<file path="config.mk">
export PLATFORM = sky130hd
export DESIGN_NAME = if_fetch_unit_flat
export DESIGN_NICKNAME = d
export VERILOG_FILES = /design/src/rtl/if_fetch_unit_pkg.sv /design/src/rtl/if_fetch_unit_if.sv /design/src/rtl/if_fetch_unit_fetch_slot.sv /design/src/rtl/if_fetch_unit.sv /design/src/flat_wrapper.sv
export SDC_FILE = /design/constraint.sdc
export NUM_CORES = 1
export LEC_CHECK = 0
export ABC_CLOCK_PERIOD_IN_PS = 18700
export BUFFER_PORTS_ARGS = -buffer_cell sky130_fd_sc_hd__buf_4
export CORE_MARGIN = 2
export CORE_UTILIZATION = 60
export CTS_CLUSTER_DIAMETER = 80
export DETAILED_ROUTE_END_ITERATION = 10
export GPL_ROUTABILITY_DRIVEN = 0
export PLACE_DENSITY_LB_ADDON = 0.2
export SKIP_CTS_REPAIR_TIMING = 1
export SLEW_MARGIN = 20
export SYNTH_ARGS = -nofsm -noshare
export SYNTH_HDL_FRONTEND = slang
export SYNTH_SLANG_ARGS = --single-unit
</file>
<file path="constraint.sdc">
create_clock -name clk -period 18.7 [get_ports clk]
set_input_delay 2.805 -clock clk [delete_from_list [all_inputs] [get_ports clk]]
set_output_delay 2.805 -clock clk [all_outputs]
set_load 0.05 [all_outputs]
</file>
<file path="src/rtl/if_fetch_unit_pkg.sv">
`timescale 1ns/1ps
// Shared definitions for the instruction-fetch stage: data widths, default
// reset PC and NOP encoding, FSM state encoding and the slot payload type.
package if_fetch_unit_pkg;

    localparam int unsigned XLEN = 32;

    localparam logic [XLEN-1:0] DEFAULT_RESET_PC  = 32'h0000_0000;
    localparam logic [XLEN-1:0] DEFAULT_NOP_INSTR = 32'h0000_0000;

    // FETCH: issuing/accepting; WAIT: request outstanding; DROP: discard pending response
    typedef enum logic [1:0] {
        ST_FETCH = 2'd0,
        ST_WAIT  = 2'd1,
        ST_DROP  = 2'd2
    } fetch_state_t;

    // One fetched instruction as held by a slot and presented to IF/ID
    typedef struct packed {
        logic [XLEN-1:0] instr;
        logic [XLEN-1:0] pcplus4;
    } fetch_word_t;

    // Force a fetch target onto a word boundary
    function automatic logic [XLEN-1:0] word_align(input logic [XLEN-1:0] addr);
        return addr & ~XLEN'(3);
    endfunction

    // Payload carried by an empty slot
    function automatic fetch_word_t bubble_word(input logic [XLEN-1:0] nop);
        fetch_word_t w;
        w.instr   = nop;
        w.pcplus4 = '0;
        return w;
    endfunction

endpackage

</file>
<file path="src/rtl/if_fetch_unit_if.sv">
`timescale 1ns/1ps
// Instruction-memory request/response handshake.
//   imem_req   : fetch unit requests a word at imem_addr
//   imem_addr  : word-aligned address, stable while imem_req=1
//   imem_ready : memory strobe, imem_rdata valid this cycle
//   imem_rdata : instruction word
interface if_fetch_unit_if;
    import if_fetch_unit_pkg::*;

    logic            imem_req;
    logic [XLEN-1:0] imem_addr;
    logic            imem_ready;
    logic [XLEN-1:0] imem_rdata;

    modport master (
        output imem_req,
        output imem_addr,
        input  imem_ready,
        input  imem_rdata
    );

    modport slave (
        input  imem_req,
        input  imem_addr,
        output imem_ready,
        output imem_rdata
    );

endinterface

</file>
<file path="src/rtl/if_fetch_unit_fetch_slot.sv">
`timescale 1ns/1ps
// One fetched-instruction holding register (valid + instruction + pcplus4).
//   clk, reset : clock, async active-high reset
//   load       : capture d and mark valid
//   clear      : mark empty; payload returns to NOP / 0 (clear wins over load)
//   d          : incoming payload
//   valid, q   : registered slot contents
module if_fetch_unit_fetch_slot
    import if_fetch_unit_pkg::*;
#(
    parameter logic [XLEN-1:0] NOP_INSTR = DEFAULT_NOP_INSTR
)
(
    input  logic        clk,
    input  logic        reset,
    input  logic        load,
    input  logic        clear,
    input  fetch_word_t d,
    output logic        valid,
    output fetch_word_t q
);

    // Empty slots carry the bubble payload so the outputs never need muxing
    always_ff @(posedge clk or posedge reset) begin
        if (reset) begin
            valid <= 1'b0;
            q     <= bubble_word(NOP_INSTR);
        end else if (clear) begin
            valid <= 1'b0;
            q     <= bubble_word(NOP_INSTR);
        end else if (load) begin
            valid <= 1'b1;
            q     <= d;
        end
    end

endmodule

</file>
<file path="src/rtl/if_fetch_unit.sv">
`timescale 1ns/1ps
// Instruction-fetch stage: owns the PC, issues requests on the variable
// latency instruction-memory handshake and presents PC+4 / instruction
// pairs to the IF/ID register through an output slot backed by a skid slot.
//   clk, reset  : clock, async active-high reset
//   stall       : ID freeze, IF/ID does not load this cycle
//   redirect    : taken branch/jump pulse, flushes IF (overrides stall)
//   redirect_pc : new fetch target (low two bits ignored)
//   imem        : instruction-memory handshake (master side)
//   if_valid    : if_instr / if_pcplus4 carry a real instruction
//   if_instr    : instruction, NOP_INSTR when invalid
//   if_pcplus4  : fetch address + 4, 0 when invalid
module if_fetch_unit
    import if_fetch_unit_pkg::*;
#(
    parameter logic [XLEN-1:0] RESET_PC  = DEFAULT_RESET_PC,
    parameter logic [XLEN-1:0] NOP_INSTR = DEFAULT_NOP_INSTR
)
(
    input  logic                   clk,
    input  logic                   reset,
    input  logic                   stall,
    input  logic                   redirect,
    input  logic [XLEN-1:0]        redirect_pc,
    if_fetch_unit_if.master        imem,
    output logic                   if_valid,
    output logic [XLEN-1:0]        if_instr,
    output logic [XLEN-1:0]        if_pcplus4
);

    fetch_state_t    state;
    logic [XLEN-1:0] pc;
    logic [XLEN-1:0] target;

    logic            out_valid;
    logic            skid_valid;
    fetch_word_t     out_q;
    fetch_word_t     skid_q;

    logic            req_c;
    logic            handshake;
    logic            accept;
    logic            consume;
    fetch_word_t     resp;

    logic            out_load;
    logic            out_clear;
    logic            skid_load;
    logic            skid_clear;
    fetch_word_t     out_d;
    fetch_word_t     skid_d;

    // Request is held through WAIT/DROP; in FETCH only while the skid has room.
    // Gated by reset so an abandoned request disappears immediately.
    assign req_c = !reset && ((state != ST_FETCH) || !skid_valid);

    assign imem.imem_req  = req_c;
    assign imem.imem_addr = pc;

    assign handshake = req_c && imem.imem_ready;
    assign accept    = handshake && !redirect && (state != ST_DROP);
    assign consume   = out_valid && !stall;

    // Response payload tagged with its own fetch address
    always_comb begin
        resp.instr   = imem.imem_rdata;
        resp.pcplus4 = pc + XLEN'(4);
    end

    // Slot routing: skid drains into out first so fetch order is preserved
    always_comb begin
        out_load   = 1'b0;
        out_clear  = 1'b0;
        skid_load  = 1'b0;
        skid_clear = 1'b0;
        out_d      = resp;
        skid_d     = resp;
        if (redirect) begin
            out_clear  = 1'b1;
            skid_clear = 1'b1;
        end else if (!out_valid || consume) begin
            if (skid_valid) begin
                out_load = 1'b1;
                out_d    = skid_q;
                if (accept) begin
                    skid_load = 1'b1;
                end else begin
                    skid_clear = 1'b1;
                end
            end else if (accept) begin
                out_load = 1'b1;
            end else if (out_valid) begin
                out_clear = 1'b1;
            end
        end else if (accept) begin
            skid_load = 1'b1;
        end
    end

    // PC, pending redirect target and fetch FSM
    always_ff @(posedge clk or posedge reset) begin
        if (reset) begin
            state  <= ST_FETCH;
            pc     <= RESET_PC;
            target <= RESET_PC;
        end else if (redirect) begin
            // An unanswered request must be completed before the PC may move
            if (handshake || !req_c) begin
                pc    <= word_align(redirect_pc);
                state <= ST_FETCH;
            end else begin
                target <= word_align(redirect_pc);
                state  <= ST_DROP;
            end
        end else begin
            unique case (state)
                ST_FETCH: begin
                    if (handshake) begin
                        pc <= pc + XLEN'(4);
                    end else if (req_c) begin
                        state <= ST_WAIT;
                    end
                end
                ST_WAIT: begin
                    if (handshake) begin
                        pc    <= pc + XLEN'(4);
                        state <= ST_FETCH;
                    end
                end
                ST_DROP: begin
                    if (handshake) begin
                        pc    <= target;
                        state <= ST_FETCH;
                    end
                end
                default: state <= ST_FETCH;
            endcase
        end
    end

    if_fetch_unit_fetch_slot #(.NOP_INSTR(NOP_INSTR)) u_out_slot (
        .clk   (clk),
        .reset (reset),
        .load  (out_load),
        .clear (out_clear),
        .d     (out_d),
        .valid (out_valid),
        .q     (out_q)
    );

    if_fetch_unit_fetch_slot #(.NOP_INSTR(NOP_INSTR)) u_skid_slot (
        .clk   (clk),
        .reset (reset),
        .load  (skid_load),
        .clear (skid_clear),
        .d     (skid_d),
        .valid (skid_valid),
        .q     (skid_q)
    );

    assign if_valid   = out_valid;
    assign if_instr   = out_q.instr;
    assign if_pcplus4 = out_q.pcplus4;

endmodule
</file>
<file path="src/flat_wrapper.sv">
// flat-port wrapper written by rule: the top's interface ports become plain ports
module if_fetch_unit_flat import if_fetch_unit_pkg::*;
#(
    parameter logic [XLEN-1:0] RESET_PC  = DEFAULT_RESET_PC,
    parameter logic [XLEN-1:0] NOP_INSTR = DEFAULT_NOP_INSTR
)
  (clk, reset, stall, redirect, redirect_pc, if_valid, if_instr, if_pcplus4, imem_imem_req, imem_imem_addr, imem_imem_ready, imem_imem_rdata);
  if_fetch_unit_if imem_i ();
  input  logic clk;
  input  logic reset;
  input  logic stall;
  input  logic redirect;
  input  logic [XLEN-1:0] redirect_pc;
  output logic if_valid;
  output logic [XLEN-1:0] if_instr;
  output logic [XLEN-1:0] if_pcplus4;
  output wire logic [$bits(imem_i.imem_req)-1:0] imem_imem_req;
  output wire logic [$bits(imem_i.imem_addr)-1:0] imem_imem_addr;
  input wire logic [$bits(imem_i.imem_ready)-1:0] imem_imem_ready;
  input wire logic [$bits(imem_i.imem_rdata)-1:0] imem_imem_rdata;
  assign imem_imem_req = imem_i.imem_req;
  assign imem_imem_addr = imem_i.imem_addr;
  assign imem_i.imem_ready = imem_imem_ready;
  assign imem_i.imem_rdata = imem_imem_rdata;
  if_fetch_unit #(.RESET_PC(RESET_PC), .NOP_INSTR(NOP_INSTR)) u_core (.clk(clk), .reset(reset), .stall(stall), .redirect(redirect), .redirect_pc(redirect_pc), .imem(imem_i), .if_valid(if_valid), .if_instr(if_instr), .if_pcplus4(if_pcplus4));
endmodule
</file>
==> key figures <==
Synth
  • Mean post-synth cell area: 10.32 µm²
  • Synth Register Bits: 190
  • Ys Warns: 0
  • Main synth FF type: dfrtp_1
  • Cells after Synth: 856
  • Synth Cell Area: 0.008833 mm²
  • Seq/Total Area, Yosys: 0.5382
  • Post-synth EDFFs: 0
  • Ys async rst share: 1.000
  • Synth unique cells: 58

STA
  • Least-Margin Pin Slew: 1.031 ns
  • Final cycle utilization of the critical path: 0.3390
  • # setup viols final: 0
  • Final worst slack: 12.36 ns
  • Fin Setup TNS: 0 ns
  • Clk_skew: 0.008493 ns
  • Worst hold slack: 0.4809 ns
  • Fmax: 157.7 MHz
  • Fin crit period: 6.339 ns
  • Headroom to the max-slew limit: 0.3129
  • Pins Over Slew Limit: 0
  • RSZ-0062 raised after global routing: false
  • Final Hold Vio Count: 0

Critical path
  • Slowest CP cell: buf_4
  • Max stage delay on crit path: 0.22 ns
  • R2r startpoint: u_core.state[1]$_DFFE_PP0P_
  • Data arrival time of the critical path: 3.53 ns
  • Startpoint types: primary input
  • Crit path from: reset
  • Critical path class: primary input to output pin
  • CP max FO: 4
  • Most used cell along the critical path: buf_4
  • CP required: 15.89 ns
  • Critical path endpoint category: output pin
  • Crit path max-delay family: buffers and inverters
  • Critical path cell sequence: buf_4 > a21o_1 > inv_1 > buf_4
  • Register-to-Register Path Depth: 6
  • WP buf/inv: 3
  • RR Endpoint: u_core.u_out_slot.q[15]$_DFFE_PP0P_
  • R2r setup slk: 14.92 ns

Die
  • Die height: 125.3 µm
  • Die Wd: 125.3 µm
  • Initial core utilization: 0.6101
  • Die footprint: 0.01571 mm²
  • Num ports: 167
  • Core Rows: 44
  • Core area: 0.01448 mm²

Global routing
  • Initial antenna violation count: 0
  • First-pass GRT wire length: 35950 µm
  • Pin count of the biggest net entering global routing: 85
  • Tot GR Track Use: 0.2849
  • Vias in the first global route: 7057
  • Grt total ovfl: 0

Power
  • Leakage: 4.850 nW
  • Pwr per Cell Area: 104.3 mW/mm²
  • VDD IR max: 0.06701 mV

Final layout
  • Layout cell share with drive strength beyond 1: 0.2525
  • Non-filler instance count after layout: 1182
  • Number of diodes: 0
  • Synthesis-to-finish area growth: 21.95%
  • Final net count: 1057

Route
  • Vias per cell: 6.151
  • DRC: 0
  • Via count: 7271
  • Final wirelength: 22220 µm
  • Final ANT Viol Nets: 0
  • WL/cell: 18.79 µm
  • Initial DRC count: 728
  • DRT Pass-1 Iters: 7

Min path
  • Worst hold endpoint: u_core.u_out_slot.q[33]$_DFFE_PP0P_
  • Hold-critical path depth: 2
  • Class of the worst hold path: flip-flop to flip-flop
  • HP Start: u_core.u_out_slot.q[33]$_DFFE_PP0P_

Place
  • I/O Buffers: 162
  • Dpl cells: 1150
  • Dpl ws: 12.39 ns
  • Hpwl dp: 14410 µm

Clock network
  • Clock transition at path regs: 0.06 ns
  • Clock latency on the worst-skew pair: 0.42 ns
  • H-tree Lvls: 4
  • Root Buffer: clkbuf_16
  • Sink Count: 190
  • Clock Path Buffers: 2
  • CTS buffer count: 17
  • CTS tree: done

Flow run
  • Max cap viols: 0

Run status
  • Status: finished clean
[worst reg2reg max path: stages, from the launching register on]
cell and delay (ns):
dfrtp_1 0.45, ha_1 0.80, nor4b_1 0.25, o31ai_2 0.86
and2_2 0.99, a22oi_1 0.22, o21ai_0 0.12
[per-layer routing]
| layer | part of all wire | routed length [µm] | GRT usage |
|---|---|---|---|
| met5 | 0 | 0 | 0 |
| met2 | 0.48 | 10660 | 0.4479 |
| met4 | 0.018 | 403 | 0.1000 |
| met3 | 0.062 | 1383 | 0.04664 |
| met1 | 0.44 | 9771 | 0.4073 |
[kinds of logic (layout without fill, tap and decap cells)]
logic type               count (synthesis)  after routing  synth area share
AO/OA/AOI/OAI                          277            277            0.2045
XOR/XNOR                                28             28           0.02776
adder cells (fa/ha/maj)                  3              3          0.004250
buffers and inverters                   79            220           0.03555
flip-flops                             190            190            0.5382
multiplexers                            64             64           0.07635
other                                    1              2         0.0004245
AND/OR/NAND/NOR                        214            214            0.1129
[worst max-delay path by stage]
stage,end,depth (start not counted)
final,imem_imem_req,4
after CTS,imem_imem_req,4
after detailed placement,imem_imem_req,4
after floorplan,u_core.u_out_slot.q[2]$_DFFE_PP0P_,6
after global routing,imem_imem_req,4
after global placement,imem_imem_req,4
[flip-flops by register name, indices dropped and copies added, names as in the netlist]
name                      cells
u_core.u_out_slot.valid       1
u_core.u_skid_slot.q         63
u_core.state                  2
u_core.imem.imem_addr        30
u_core.target                30
u_core.u_skid_slot.valid      1
u_core.u_out_slot.q          63
[cell usage after synthesis (all sizes together) (6+ instances only)]
master / n / area [µm²]
a211oi: 6 / 45.04
nor2: 42 / 157.7
o22ai: 13 / 81.33
and3: 7 / 43.79
a22oi: 14 / 105.1
xnor2: 19 / 166.4
nand3: 13 / 65.06
or3: 9 / 56.30
dfrtp: 190 / 4755
a31oi: 7 / 43.79
xor2: 9 / 78.83
a2bb2oi: 6 / 52.55
a22o: 48 / 420.4
nand4: 6 / 50.04
nand2: 101 / 379.1
nor4: 10 / 77.57
nor3: 13 / 75.07
o31ai: 6 / 45.04
clkbuf: 52 / 196.4
mux2i: 37 / 370.4
mux2: 27 / 304.0
a21oi: 37 / 185.2
buf: 12 / 61.31
o21ai: 105 / 525.5
inv: 15 / 56.30
[through the flow]
step	cell area, µm²	util	total power, mW
2_1_floorplan	8837	-	0.6677
3_3_place_gp	10150	0.7012	0.7518
3_5_place_dp	10150	0.7012	0.7580
4_1_cts	10760	0.7434	1.125
5_1_grt	10770	0.7440	1.166
6_report	10770	0.7440	1.124
[where the power goes]
group          internal (mW)  switching, mW
sequential             0.448         0.0404
combinational         0.0891          0.177
clock                  0.212          0.157
total                  0.749          0.375
[layout make-up]
type	count	area [µm²]
Clock buffer	21	480.5
Clock inverter	11	131.4
Fill cell	1048	3706
Inverter	15	61.31
Multi-Input combinational cell	588	3809
Sequential cell	190	4755
Tap cell	184	230.2
Timing Repair Buffer	173	1306
[cell usage in the layout, fill, tap and decap left out, drive strengths merged, types with 3 or more instances in the layout]
| cell | n |
|---|---|
| a211oi | 6 |
| inv | 17 |
| nor2 | 42 |
| and2 | 5 |
| a221oi | 5 |
| a22oi | 14 |
| mux2i | 37 |
| dfrtp | 190 |
| o21ai | 105 |
| a2bb2oi | 6 |
| xor2 | 9 |
| o22ai | 13 |
| clkbuf | 21 |
| ha | 3 |
| o31ai | 6 |
| a22o | 48 |
| a31oi | 7 |
| a21oi | 37 |
| mux2 | 27 |
| or3 | 9 |
| nand3 | 13 |
| o22a | 5 |
| a211o | 4 |
| buf | 173 |
| nand4 | 6 |
| clkinvlp | 6 |
| xnor2 | 19 |
| o2bb2ai | 3 |
| nor3 | 13 |
| o21a | 5 |
| nor4 | 10 |
| and3 | 7 |
| o221ai | 3 |
| nand2 | 101 |
No activity file was read; power rests on OpenSTA's default activity.
